File: src/rtl/ctrl_issue_unit_pkg.sv
// Shared decode-stage definitions: control enums, opcode/funct7 constants,
// the packed control bundle and the issue FSM state type.
package defines;

    typedef enum logic [2:0] {
        ALUOP_NONE,
        ALUOP_ADD,
        ALUOP_RTYPE,
        ALUOP_ITYPE,
        ALUOP_BRANCH,
        ALUOP_LUI,
        ALUOP_MULDIV
    } alu_op_e;

    typedef enum logic [2:0] {
        WB_NONE,
        WB_ALU,
        WB_MEM,
        WB_PC4,
        WB_MULDIV
    } wb_sel_e;

    typedef enum logic [2:0] {
        IMM_TYPE_R,
        IMM_TYPE_I,
        IMM_TYPE_S,
        IMM_TYPE_B,
        IMM_TYPE_U,
        IMM_TYPE_J
    } imm_sel_e;

    typedef enum logic {
        IDLE,
        MD_BUSY
    } issue_state_e;

    localparam logic [6:0] OPCODE_RTYPE  = 7'b0110011;
    localparam logic [6:0] OPCODE_ITYPE  = 7'b0010011;
    localparam logic [6:0] OPCODE_LOAD   = 7'b0000011;
    localparam logic [6:0] OPCODE_STORE  = 7'b0100011;
    localparam logic [6:0] OPCODE_BRANCH = 7'b1100011;
    localparam logic [6:0] OPCODE_LUI    = 7'b0110111;
    localparam logic [6:0] OPCODE_AUIPC  = 7'b0010111;
    localparam logic [6:0] OPCODE_JAL    = 7'b1101111;
    localparam logic [6:0] OPCODE_JALR   = 7'b1100111;

    localparam logic [6:0] FUNCT7_BASE   = 7'b0000000;
    localparam logic [6:0] FUNCT7_ALT    = 7'b0100000;
    localparam logic [6:0] FUNCT7_MULDIV = 7'b0000001;

    typedef struct packed {
        logic     regWrite;
        logic     memRead;
        logic     memWrite;
        logic     branch;
        logic     jump;
        logic     aluSrc1;
        logic     aluSrc2;
        wb_sel_e  wbSel;
        alu_op_e  aluOp;
        imm_sel_e immSel;
    } ctrl_bundle_t;

    localparam ctrl_bundle_t CTRL_DEFAULT = '{
        regWrite: 1'b0,
        memRead:  1'b0,
        memWrite: 1'b0,
        branch:   1'b0,
        jump:     1'b0,
        aluSrc1:  1'b0,
        aluSrc2:  1'b0,
        wbSel:    WB_NONE,
        aluOp:    ALUOP_NONE,
        immSel:   IMM_TYPE_R
    };

endpackage

File: src/rtl/ctrl_decode.sv
// Combinational instruction decoder: produces the control bundle, flags
// RV32M ops and illegal encodings. Illegal encodings leave the bundle at default.
module ctrl_decode
    import defines::*;
#(
    parameter bit ENABLE_M = 1'b1
) (
    input  logic [31:0]  instr_i,
    output ctrl_bundle_t ctrl_o,
    output logic         is_md_o,
    output logic         illegal_o
);

    logic [6:0] opcode;
    logic [2:0] funct3;
    logic [6:0] funct7;
    logic       unusedBits;

    assign opcode     = instr_i[6:0];
    assign funct3     = instr_i[14:12];
    assign funct7     = instr_i[31:25];
    assign unusedBits = ^{instr_i[24:15], instr_i[11:7]};

    always_comb begin
        ctrl_o    = CTRL_DEFAULT;
        is_md_o   = 1'b0;
        illegal_o = 1'b0;
        case (opcode)
            OPCODE_RTYPE: begin
                if (funct7 == FUNCT7_BASE || funct7 == FUNCT7_ALT) begin
                    ctrl_o.regWrite = 1'b1;
                    ctrl_o.aluOp    = ALUOP_RTYPE;
                    ctrl_o.wbSel    = WB_ALU;
                end else if (ENABLE_M && funct7 == FUNCT7_MULDIV) begin
                    is_md_o         = 1'b1;
                    ctrl_o.regWrite = 1'b1;
                    ctrl_o.aluOp    = ALUOP_MULDIV;
                    ctrl_o.wbSel    = WB_MULDIV;
                end else begin
                    illegal_o = 1'b1;
                end
            end
            OPCODE_ITYPE: begin
                ctrl_o.regWrite = 1'b1;
                ctrl_o.aluSrc2  = 1'b1;
                ctrl_o.aluOp    = ALUOP_ITYPE;
                ctrl_o.immSel   = IMM_TYPE_I;
                ctrl_o.wbSel    = WB_ALU;
            end
            OPCODE_LOAD: begin
                ctrl_o.regWrite = 1'b1;
                ctrl_o.memRead  = 1'b1;
                ctrl_o.aluSrc2  = 1'b1;
                ctrl_o.aluOp    = ALUOP_ADD;
                ctrl_o.immSel   = IMM_TYPE_I;
                ctrl_o.wbSel    = WB_MEM;
            end
            OPCODE_STORE: begin
                ctrl_o.memWrite = 1'b1;
                ctrl_o.aluSrc2  = 1'b1;
                ctrl_o.aluOp    = ALUOP_ADD;
                ctrl_o.immSel   = IMM_TYPE_S;
            end
            OPCODE_BRANCH: begin
                ctrl_o.branch = 1'b1;
                ctrl_o.aluOp  = ALUOP_BRANCH;
                ctrl_o.immSel = IMM_TYPE_B;
            end
            OPCODE_LUI: begin
                ctrl_o.regWrite = 1'b1;
                ctrl_o.aluSrc2  = 1'b1;
                ctrl_o.aluOp    = ALUOP_LUI;
                ctrl_o.immSel   = IMM_TYPE_U;
                ctrl_o.wbSel    = WB_ALU;
            end
            OPCODE_AUIPC: begin
                ctrl_o.regWrite = 1'b1;
                ctrl_o.aluSrc1  = 1'b1;
                ctrl_o.aluSrc2  = 1'b1;
                ctrl_o.aluOp    = ALUOP_ADD;
                ctrl_o.immSel   = IMM_TYPE_U;
                ctrl_o.wbSel    = WB_ALU;
            end
            OPCODE_JAL: begin
                ctrl_o.regWrite = 1'b1;
                ctrl_o.jump     = 1'b1;
                ctrl_o.immSel   = IMM_TYPE_J;
                ctrl_o.wbSel    = WB_PC4;
            end
            OPCODE_JALR: begin
                if (funct3 == 3'b000) begin
                    ctrl_o.regWrite = 1'b1;
                    ctrl_o.jump     = 1'b1;
                    ctrl_o.aluSrc2  = 1'b1;
                    ctrl_o.aluOp    = ALUOP_ADD;
                    ctrl_o.immSel   = IMM_TYPE_I;
                    ctrl_o.wbSel    = WB_PC4;
                end else begin
                    illegal_o = 1'b1;
                end
            end
            default: illegal_o = 1'b1;
        endcase
    end

endmodule

File: src/rtl/ctrl_issue_unit.sv
// Decode-stage control/issue unit: registers the decoded control bundle into
// ID/EX and sequences multi-cycle MUL/DIV occupancy with a front-end stall.
module ctrl_issue_unit
    import defines::*;
#(
    parameter int MUL_LAT  = 2,
    parameter int DIV_LAT  = 33,
    parameter bit ENABLE_M = 1'b1
) (
    input  logic        clk_i,
    input  logic        rst_i,
    input  logic [31:0] instr_i,
    input  logic        valid_i,
    input  logic        stall_i,
    input  logic        flush_i,
    output logic        RegWrite_o,
    output logic        MemRead_o,
    output logic        MemWrite_o,
    output logic        Branch_o,
    output logic        Jump_o,
    output logic        ALUSrc1_o,
    output logic        ALUSrc2_o,
    output wb_sel_e     WBSel_o,
    output alu_op_e     ALUOp_o,
    output imm_sel_e    ImmSel_o,
    output logic        valid_o,
    output logic        illegal_o,
    output logic        md_start_o,
    output logic        md_is_div_o,
    output logic [2:0]  md_op_o,
    output logic        stall_req_o
);

    localparam int MAX_LAT = (MUL_LAT > DIV_LAT) ? MUL_LAT : DIV_LAT;
    localparam int CNT_W   = (MAX_LAT > 2) ? $clog2(MAX_LAT) : 1;

    // Counter preload is latency-2: the accept cycle and the final busy cycle
    // are not counted, so cnt==0 marks the last cycle spent in MD_BUSY.
    localparam logic [CNT_W-1:0] MUL_CNT_INIT = (MUL_LAT > 1) ? CNT_W'(MUL_LAT - 2) : '0;
    localparam logic [CNT_W-1:0] DIV_CNT_INIT = (DIV_LAT > 1) ? CNT_W'(DIV_LAT - 2) : '0;

    ctrl_bundle_t decCtrl;
    logic         decIsMd;
    logic         decIllegal;
    logic         accept;
    logic         isDiv;

    ctrl_bundle_t bundle_q,   bundle_d;
    logic         valid_q,    valid_d;
    logic         illegal_q,  illegal_d;
    logic         mdStart_q,  mdStart_d;
    logic         mdIsDiv_q,  mdIsDiv_d;
    logic [2:0]   mdOp_q,     mdOp_d;
    issue_state_e state_q,    state_d;
    logic [CNT_W-1:0] cnt_q,  cnt_d;

    ctrl_decode #(
        .ENABLE_M (ENABLE_M)
    ) u_decode (
        .instr_i   (instr_i),
        .ctrl_o    (decCtrl),
        .is_md_o   (decIsMd),
        .illegal_o (decIllegal)
    );

    assign accept = valid_i & ~stall_i & ~flush_i & (state_q == IDLE);
    assign isDiv  = instr_i[14];

    always_comb begin
        bundle_d  = bundle_q;
        valid_d   = valid_q;
        illegal_d = illegal_q;
        mdStart_d = mdStart_q;
        mdIsDiv_d = mdIsDiv_q;
        mdOp_d    = mdOp_q;
        state_d   = state_q;
        cnt_d     = cnt_q;

        if (flush_i || !stall_i) begin
            bundle_d  = CTRL_DEFAULT;
            valid_d   = 1'b0;
            illegal_d = 1'b0;
            mdStart_d = 1'b0;
            mdIsDiv_d = 1'b0;
            mdOp_d    = 3'b000;
        end

        if (flush_i) begin
            state_d = IDLE;
            cnt_d   = '0;
        end else if (!stall_i) begin
            if (state_q == MD_BUSY) begin
                if (cnt_q == '0) begin
                    state_d = IDLE;
                end else begin
                    cnt_d = cnt_q - CNT_W'(1);
                end
            end else if (accept) begin
                bundle_d  = decCtrl;
                valid_d   = 1'b1;
                illegal_d = decIllegal;
                if (decIsMd) begin
                    mdStart_d = 1'b1;
                    mdIsDiv_d = isDiv;
                    mdOp_d    = instr_i[14:12];
                    cnt_d     = isDiv ? DIV_CNT_INIT : MUL_CNT_INIT;
                    if (isDiv ? (DIV_LAT > 1) : (MUL_LAT > 1)) begin
                        state_d = MD_BUSY;
                    end
                end
            end
        end
    end

    always_ff @(posedge clk_i or posedge rst_i) begin
        if (rst_i) begin
            bundle_q  <= CTRL_DEFAULT;
            valid_q   <= 1'b0;
            illegal_q <= 1'b0;
            mdStart_q <= 1'b0;
            mdIsDiv_q <= 1'b0;
            mdOp_q    <= 3'b000;
            state_q   <= IDLE;
            cnt_q     <= '0;
        end else begin
            bundle_q  <= bundle_d;
            valid_q   <= valid_d;
            illegal_q <= illegal_d;
            mdStart_q <= mdStart_d;
            mdIsDiv_q <= mdIsDiv_d;
            mdOp_q    <= mdOp_d;
            state_q   <= state_d;
            cnt_q     <= cnt_d;
        end
    end

    assign RegWrite_o  = bundle_q.regWrite;
    assign MemRead_o   = bundle_q.memRead;
    assign MemWrite_o  = bundle_q.memWrite;
    assign Branch_o    = bundle_q.branch;
    assign Jump_o      = bundle_q.jump;
    assign ALUSrc1_o   = bundle_q.aluSrc1;
    assign ALUSrc2_o   = bundle_q.aluSrc2;
    assign WBSel_o     = bundle_q.wbSel;
    assign ALUOp_o     = bundle_q.aluOp;
    assign ImmSel_o    = bundle_q.immSel;
    assign valid_o     = valid_q;
    assign illegal_o   = illegal_q;
    // The start pulse stays in the register across a hold but is only shown
    // once the downstream is free to see it.
    assign md_start_o  = mdStart_q & ~stall_i;
    assign md_is_div_o = mdIsDiv_q;
    assign md_op_o     = mdOp_q;
    assign stall_req_o = (state_q == MD_BUSY);

endmodule

File: config.mk
export PLATFORM = sky130hd
export DESIGN_NAME = ctrl_issue_unit
export DESIGN_NICKNAME = d
export VERILOG_FILES = /design/src/rtl/ctrl_issue_unit_pkg.sv /design/src/rtl/ctrl_decode.sv /design/src/rtl/ctrl_issue_unit.sv
export SDC_FILE = /design/constraint.sdc
export NUM_CORES = 1
export LEC_CHECK = 0
export ABC_AREA = 1
export CORE_ASPECT_RATIO = 0.7
export CORE_MARGIN = 2
export CORE_UTILIZATION = 49
export DETAILED_ROUTE_END_ITERATION = 8
export GPL_TIMING_DRIVEN = 0
export MAX_ROUTING_LAYER = met4
export PLACE_DENSITY = 0.86
export SYNTH_ARGS = -nofsm -noshare
export SYNTH_HDL_FRONTEND = slang
export SYNTH_SLANG_ARGS = --single-unit
File: constraint.sdc
create_clock -name clk_i -period 3.4 [get_ports clk_i]
set_clock_uncertainty 0.1 [all_clocks]
set_input_delay 0.68 -clock clk_i [delete_from_list [all_inputs] [get_ports clk_i]]
set_output_delay 0.68 -clock clk_i [all_outputs]
set_load 0.01 [all_outputs]
==> metrics.sh, run 1 <==
DRT-TOTAL-WL_MICRONS=4260
LAYOUT_COMMONEST_CELL='sky130_fd_sc_hd__nand2_1'
PLACEMENT.IO_BUFFERS=45
POST_ROUTE_CELLS_DRIVE_ABOVE_1_SHARE=0.121
MAX-SLEW-MARGIN-REL=0.252
CRITPATHMOSTFREQUENTCELL='sky130_fd_sc_hd__clkdlybuf4s50_1'
DRC_ERRORS=0
IO_PINS=61
WORST_R2R_STARTPOINT='stall_req_o'
LEAKAGEPOWER_nW=1.22
CTS-ROOT-BUF='sky130_fd_sc_hd__clkbuf_8'
CTS_HOLD_BUF=0
AREA.GROWTH.SYNTH_TO_FINAL_PCT=37.3
PWR-SHARE-CLK=0.489
WORSTPATHREQUIRED_PS=2620
DPL_CELL_AREA_SQ_UM=2270
DESIGN.DIE.AREA_SQ_UM=4080
FP.DIEH_MICRONS=54.1
FINISH.INSTANCE_AREA_SQ_UM=2410
YS_SEQ_AREA_FRAC=0.428
NETLIST.TOP_CELL.BY_AREA='sky130_fd_sc_hd__dfrtp_1'
DRT-VIAS-PER-INSTANCE=5.10
CRITPATHARRIVALTIME_PS=1810
SYNTH_CELLS=229
SW_FRAC_OF_TOTAL=0.230
DETAILEDROUTE.FIRSTPASSITERATIONCOUNT=4
WORST_SETUP_PATH_CLASS='primary input to primary output'
POSTSYNTH.TOPFLOPCELL='sky130_fd_sc_hd__dfrtp_1'
TIMING_HOLD_VIOLATIONS_FINAL=0
CRITPATHCAPTURETYPE='primary output'
SETUP_TOTAL_NEGATIVE_SLACK_PS=0
CP_SLOWEST_STAGE_DELAY_PS=550
SYNTH_SEQ_CELLS=30
CLOCK_TREE.HTREE_LEVEL_COUNT=2
GRT_MAX_DEGREE=31
TOTAL_SWITCHING_POWER_mW=0.216
WORSTHOLDENDPOINT='md_is_div_o'
CTS_BUFFERS=5
CRIT_PATH_MAX_FANOUT=3
WORST_SLACK_AT_PLACEMENT_PS=828
DETAILEDROUTE.FIRSTITERATIONVIOLATIONS=110
RUN_STATUS='complete, no violations'
SETUP_VIOLATIONS=0
RSZ_0062_RAISED_AFTER_GLOBAL_ROUTING='false'
MAX_FREQ_MHz=386
FINAL_CLOCK_PERIOD_UTILIZATION_BY_THE_WORST_PATH=0.761
SYNTH_NETS=268
CTS_REPAIR_RESIZE_COUNT=0
CRIT-REG2REG-CAPTURE='md_op_o[2]'
SYNTH_TOP_CELLS_BY_AREA='sky130_fd_sc_hd__dfrtp_1 (43%), sky130_fd_sc_hd__nand2_1 (17%), sky130_fd_sc_hd__inv_1 (4.7%)'
POST-ROUTE-WORST-SETUP-SLACK_PS=812
FILLERS=298
N_DIODES=0
CLOCK_INSERTION_DELAY_WORST_SKEW_PS=290
SERIES_OF_CELL_INSTANCES_ALONG_THE_CRITICAL_PATH='clkdlybuf4s50_1, nor2_1, clkdlybuf4s50_1'
VIAS=1692
FIRST_GLOBAL_VIAS=1549
DP.FINAL_HPWL_MICRONS=3140
SYNTH_CELL_TYPE_COUNT=29
INITIAL_UTILIZATION=0.506
LAUNCHING_ELEMENT_TYPE_OF_THE_CRITICAL_PATH='primary input'
POSTSYNTHAREAPERCELL_SQ_UM=7.67
WL_PER_CELL_MICRONS=12.8
SYN_AREA_SQ_UM=1760
WORST_SLEW_PIN_SLEW_PS=1120
CORE-AREA_SQ_UM=3470
CLOCK_TREE.BUFFER_DEPTH=2
ASYNC_FLOP_SHARE=1.00
SETUP.REG_TO_REG.WORST_SLACK_PS=1820
IRDROPWORSTVDD_uV=235
MAXCAPVIOLCOUNT=0
SYNTH-EDFF-COUNT=0
INTERNAL_POWER_mW=0.722
GRT_FIRST_PASS_WIRELENGTH_MICRONS=7000
CRIT_PATH_SLOWEST_CELL='sky130_fd_sc_hd__clkdlybuf4s50_1'
GLOBALROUTETOTALUTIL=0.237
TRITONCTS_CLOCK_TREE='yes'
SEQUENTIALPOWERSHARE=0.390
NETS=320
COUNT_OF_NETS_LEFT_WITH_ANTENNA_VIOLATIONS_AFTER_DETAIL_ROUTING=0
ROUTABILITYCONGESTION=0.921
WORSTHOLDSTART='md_is_div_o'
YOSYSWARNINGCOUNT=0
CLKSINKCOUNT=30
FINAL_MAX_SLEW_VIOL_COUNT=0
MIN_PATH_TYPE='flip-flop to flip-flop'
REG2REG_DEPTH=6
DIEWIDTH_MICRONS=75.5
POWER.SHARE.COMBINATIONAL=0.121
CLKSLEWWORSTSETUPHOLDPATHS_PS=70
POSTLAYOUTCOREUTIL=0.695
REPORT.POWER.TOTAL_mW=0.937
GRT-OVFL-TOTAL=0
P_PER_AREA_nW_PER_UM2=389
FINAL_CELL_MIX='sky130_fd_sc_hd__nand2_1 (78), sky130_fd_sc_hd__clkdlybuf4s50_1 (45), sky130_fd_sc_hd__dfrtp_1 (30)'
MIN_DELAY_PATH_DEPTH=2
YOSYSTOPAREACELLSHARE=0.428
POSTCTSSETUPBUFFERS=0
ANTENNA_FOUND_INITIAL=0
ROW_COUNT=18
FIN_CRIT_PS=2590
==> synthesized netlist by cell type (2+ instances only) <==
master / number
sky130_fd_sc_hd__nor2_2: 5
sky130_fd_sc_hd__nand2_2: 2
sky130_fd_sc_hd__o21ai_2: 2
sky130_fd_sc_hd__inv_2: 4
sky130_fd_sc_hd__buf_2: 2
sky130_fd_sc_hd__dfrtp_1: 30
sky130_fd_sc_hd__o21ai_1: 3
sky130_fd_sc_hd__nor2_1: 22
sky130_fd_sc_hd__nand3_1: 12
sky130_fd_sc_hd__inv_1: 22
sky130_fd_sc_hd__nand3b_1: 2
sky130_fd_sc_hd__nand2_4: 2
sky130_fd_sc_hd__nand4_1: 6
sky130_fd_sc_hd__nand2_1: 78
sky130_fd_sc_hd__ha_1: 2
sky130_fd_sc_hd__nand3_4: 3
sky130_fd_sc_hd__o31ai_1: 2
sky130_fd_sc_hd__o21ai_0: 13
sky130_fd_sc_hd__a21oi_1: 7
==> registers in the layout, summed over array words and instances, names as in the netlist, 3 cells and up <==
register / count
WBSel_o: 3
md_op_o: 3
ALUOp_o: 3
ImmSel_o: 3
cnt_q: 6
==> cell type report <==
cell class / instances / area, sq um / area share
Buffer: 3 / 13.8 / 0.00571
Sequential cell: 30 / 751 / 0.311
Timing Repair Buffer: 45 / 450 / 0.187
Multi-Input combinational cell: 170 / 893 / 0.371
Inverter: 26 / 97.6 / 0.0405
Tap cell: 50 / 62.6 / 0.0259
Clock inverter: 2 / 60.1 / 0.0249
Clock buffer: 6 / 82.6 / 0.0343
==> power groups by stage <==
stage	Clock (mW)	Sequential (mW)	Combinational (mW)
3_5_place_dp	0	0.372	0.112
4_1_cts	0.455	0.365	0.113
2_1_floorplan	0	0.372	0.0632
5_1_grt	0.471	0.366	0.126
3_3_place_gp	0	0.372	0.109
6_report	0.459	0.365	0.113
==> kinds of logic after synthesis <==
group                      share of synthesized area
AOI/OAI and AO/OA                              0.105
xor gates and xnor gates                     0.00499
adders and majority gates                     0.0143
buffers and inverters                         0.0634
DFF                                            0.428
and+or+nand+nor                                0.385
==> per-layer routing <==
layer | share of wire | global-route usage
met1 | 0.47 | 0.316
met2 | 0.45 | 0.349
met3 | 0.073 | 0.0655
met4 | 0.010 | 0.0760
met5 | 0 | -
==> metrics by stage <==
step	cells	hold WS (ps)
after global routing	332	411
after CTS	332	384
after global placement	324	363
final	332	378
after detailed placement	324	367
after floorplan	229	378
==> critical path: cells and delay by family <==
family | cells | cell delay (ps)
buffers and inverters | 2 | 1000
AND/OR/NAND/NOR | 1 | 130
==> worst max-delay path by stage <==
stage	startpoint	endpoint	slack (ps)	cells after the start
detailed placement	stall_i	md_start_o	830	3
CTS	stall_i	md_start_o	820	3
floorplan	instr_i[26]	cnt_q[1]	1740	8
global placement	stall_i	md_start_o	830	3
finish	stall_i	md_start_o	810	3
global route	stall_i	md_start_o	800	3
(Power assumes the default switching activity.)
==> run 2: changes to the inputs <==
--- a/config.mk
+++ b/config.mk
@@ -8,11 +8,11 @@
 export ABC_AREA = 1
 export CORE_ASPECT_RATIO = 0.7
 export CORE_MARGIN = 2
-export CORE_UTILIZATION = 49
+export CORE_UTILIZATION = 41
 export DETAILED_ROUTE_END_ITERATION = 8
 export GPL_TIMING_DRIVEN = 0
 export MAX_ROUTING_LAYER = met4
-export PLACE_DENSITY = 0.86
+export PLACE_DENSITY = 0.77
 export SYNTH_ARGS = -nofsm -noshare
 export SYNTH_HDL_FRONTEND = slang
 export SYNTH_SLANG_ARGS = --single-unit
==> constraint.sdc (replaced) <==
create_clock -name clk_i -period 2.1 [get_ports clk_i]
set_clock_uncertainty 0.1 [all_clocks]
set_input_delay 0.42 -clock clk_i [delete_from_list [all_inputs] [get_ports clk_i]]
set_output_delay 0.42 -clock clk_i [all_outputs]
set_load 0.01 [all_outputs]
==> run 2 against run 1 <==
  * Core utilization is 9.4 points lower
  * Cell count is 0.60% higher
  * Die area is 18% higher
  * Register-to-register slack worse by 1300 ps
  * Setup slack worse by 650 ps
  * Count of clock-buffer cells in the layout stayed put
  * Via count is 2.8% lower
  * Sequential cell count stayed put
  * Total power is 59% higher
  * First-iteration DRC count is 35% lower
  * Largest power group unchanged
==> metrics.sh, run 2 (synthesized netlist as in run 1, its figures left out) <==
CORE-AREA_SQ_UM=4020
PATH_BUF_INV=1
CLOCK_INSERTION_DELAY_WORST_SKEW_PS=290
POST-ROUTE-WORST-SETUP-SLACK_PS=166
AREA.GROWTH.SYNTH_TO_FINAL_PCT=37.6
CRITPATHARRIVALTIME_PS=1410
WORST_SETUP_PATH_CLASS='flip-flop to primary output'
FP.DIEH_MICRONS=58.7
CRITICAL_PATH.TOP_DELAY_FAMILY='buffers and inverters'
MIN_PATH_TYPE='flip-flop to flip-flop'
REGISTER_WITH_THE_MOST_FLIP_FLOPS='cnt_q'
CLKSINKCOUNT=30
LAUNCHING_ELEMENT_TYPE_OF_THE_CRITICAL_PATH='flip-flop'
CTS-ROOT-BUF='sky130_fd_sc_hd__clkbuf_8'
FINISH.INSTANCE_AREA_SQ_UM=2420
LAYOUT_COMMONEST_CELL='sky130_fd_sc_hd__nand2_1'
GRT_FIRST_PASS_WIRELENGTH_MICRONS=6890
INITIAL_UTILIZATION=0.437
RSZ_0062_RAISED_AFTER_GLOBAL_ROUTING='false'
SERIES_OF_CELL_INSTANCES_ALONG_THE_CRITICAL_PATH='clkdlybuf4s50_1'
RUN_STATUS='complete, no violations'
CLOCK_TREE.HTREE_LEVEL_COUNT=2
PLACEMENT.IO_BUFFERS=45
LEAKAGEPOWER_nW=1.24
WORST_SLACK_AT_PLACEMENT_PS=34.0
REG2REG_DEPTH=7
FILLERS=373
MAX_FREQ_MHz=517
COUNT_OF_NETS_LEFT_WITH_ANTENNA_VIOLATIONS_AFTER_DETAIL_ROUTING=0
FINAL_CLOCK_PERIOD_UTILIZATION_BY_THE_WORST_PATH=0.921
POSTCTSSETUPBUFFERS=0
N_DIODES=0
GLOBALROUTETOTALUTIL=0.194
ROW_COUNT=19
MAXCAPVIOLCOUNT=0
GRT_MAX_DEGREE=31
DPL_CELL_AREA_SQ_UM=2270
IRDROPWORSTVDD_uV=374
MIN_DELAY_PATH_DEPTH=2
P_PER_AREA_nW_PER_UM2=618
DETAILEDROUTE.FIRSTPASSITERATIONCOUNT=4
WORST_SLEW_PIN_SLEW_PS=1100
VIAS=1644
DP.FINAL_HPWL_MICRONS=3100
HOLDWS_PS=381
ROUTABILITYCONGESTION=0.893
CP_SLOWEST_STAGE_DELAY_PS=600
CLOCK_TREE.BUFFER_DEPTH=2
DRT-TOTAL-WL_MICRONS=3930
DPL.CELL_COUNT=326
MAX-SLEW-MARGIN-REL=0.263
ANTENNA_FOUND_INITIAL=0
NETS=320
FINAL_CELL_MIX='sky130_fd_sc_hd__nand2_1 (78), sky130_fd_sc_hd__clkdlybuf4s50_1 (44), sky130_fd_sc_hd__dfrtp_1 (30)'
SETUP_VIOLATIONS=0
FINAL_MAX_SLEW_VIOL_COUNT=0
DIEWIDTH_MICRONS=82.2
INSTANCES_NO_FILL=334
FIRST_GLOBAL_VIAS=1558
TIMING_HOLD_VIOLATIONS_FINAL=0
SETUP_TOTAL_NEGATIVE_SLACK_PS=0
IO_PINS=61
CRIT_PATH_MAX_FANOUT=8
DESIGN.DIE.AREA_SQ_UM=4830
CRIT_PATH_SLOWEST_CELL='sky130_fd_sc_hd__clkdlybuf4s50_1'
CLKSLEWWORSTSETUPHOLDPATHS_PS=60
DRT-VIAS-PER-INSTANCE=4.92
CRITPATHCAPTURETYPE='primary output'
DETAILEDROUTE.FIRSTITERATIONVIOLATIONS=72
WL_PER_CELL_MICRONS=11.8
WORSTSETUPPATHDEPTH=1
LARGEST_REGISTER_FFS=6
WORSTPATHREQUIRED_PS=1580
CTS_BUFFERS=5
FIN_CRIT_PS=1930
TRITONCTS_CLOCK_TREE='yes'
DRC_ERRORS=0
GRT-OVFL-TOTAL=0
POST_ROUTE_CELLS_DRIVE_ABOVE_1_SHARE=0.121
[run 2: changes by cell type in the layout (fill, tap and decap cells not counted), sizes merged]
cell and delta:
clkdlybuf4s50 -1, dlymetal6s2s +1
[run 2: metal layers]
metal  track usage  up-vias  share of wire
li1              -      839              -
met1         0.279      739           0.51
met2         0.270       58           0.40
met3        0.0414        8          0.064
met4        0.0714        0          0.019
met5             -        -              0
[run 2: report_power, final]
part           internal (mW)  switching, mW
clock                  0.506          0.215
combinational         0.0763          0.103
sequential             0.586        0.00571
[run 2: layout make-up]
cell class	instances	area, sq um	area share
well taps	52	65.1	0.0269
flip-flops and latches	30	751	0.311
inverters	26	97.6	0.0404
clock inverters	2	60.1	0.0249
clock buffers	6	82.6	0.0342
multi-input cells	170	893	0.370
plain buffers	3	13.8	0.00570
repair buffers	45	453	0.187
[run 2: path summary, 6_finish.rpt]
path	end	startpoint	slack [ps]
min in group asynchronous	WBSel_o[2]	rst_i	610
max in group asynchronous	MemWrite_o	rst_i	620
hold / removal	md_op_o[2]	md_op_o[2]	380
setup reg to reg	cnt_q[2]	stall_req_o	550
setup / recovery	stall_req_o	stall_req_o	170
hold reg to reg	md_op_o[2]	md_op_o[2]	380
[run 2: per-stage QoR]
step	power, mW	util
final	1.49	0.601
after global routing	1.55	0.601
after CTS	1.51	0.601
after floorplan	0.705	-
after detailed placement	0.783	0.565
after global placement	0.782	0.565
[run 2: repair_timing]
action,CTS,global route
endpoints found under the setup margin,0,1
gates resized for setup,0,1
hold buffers,0,0
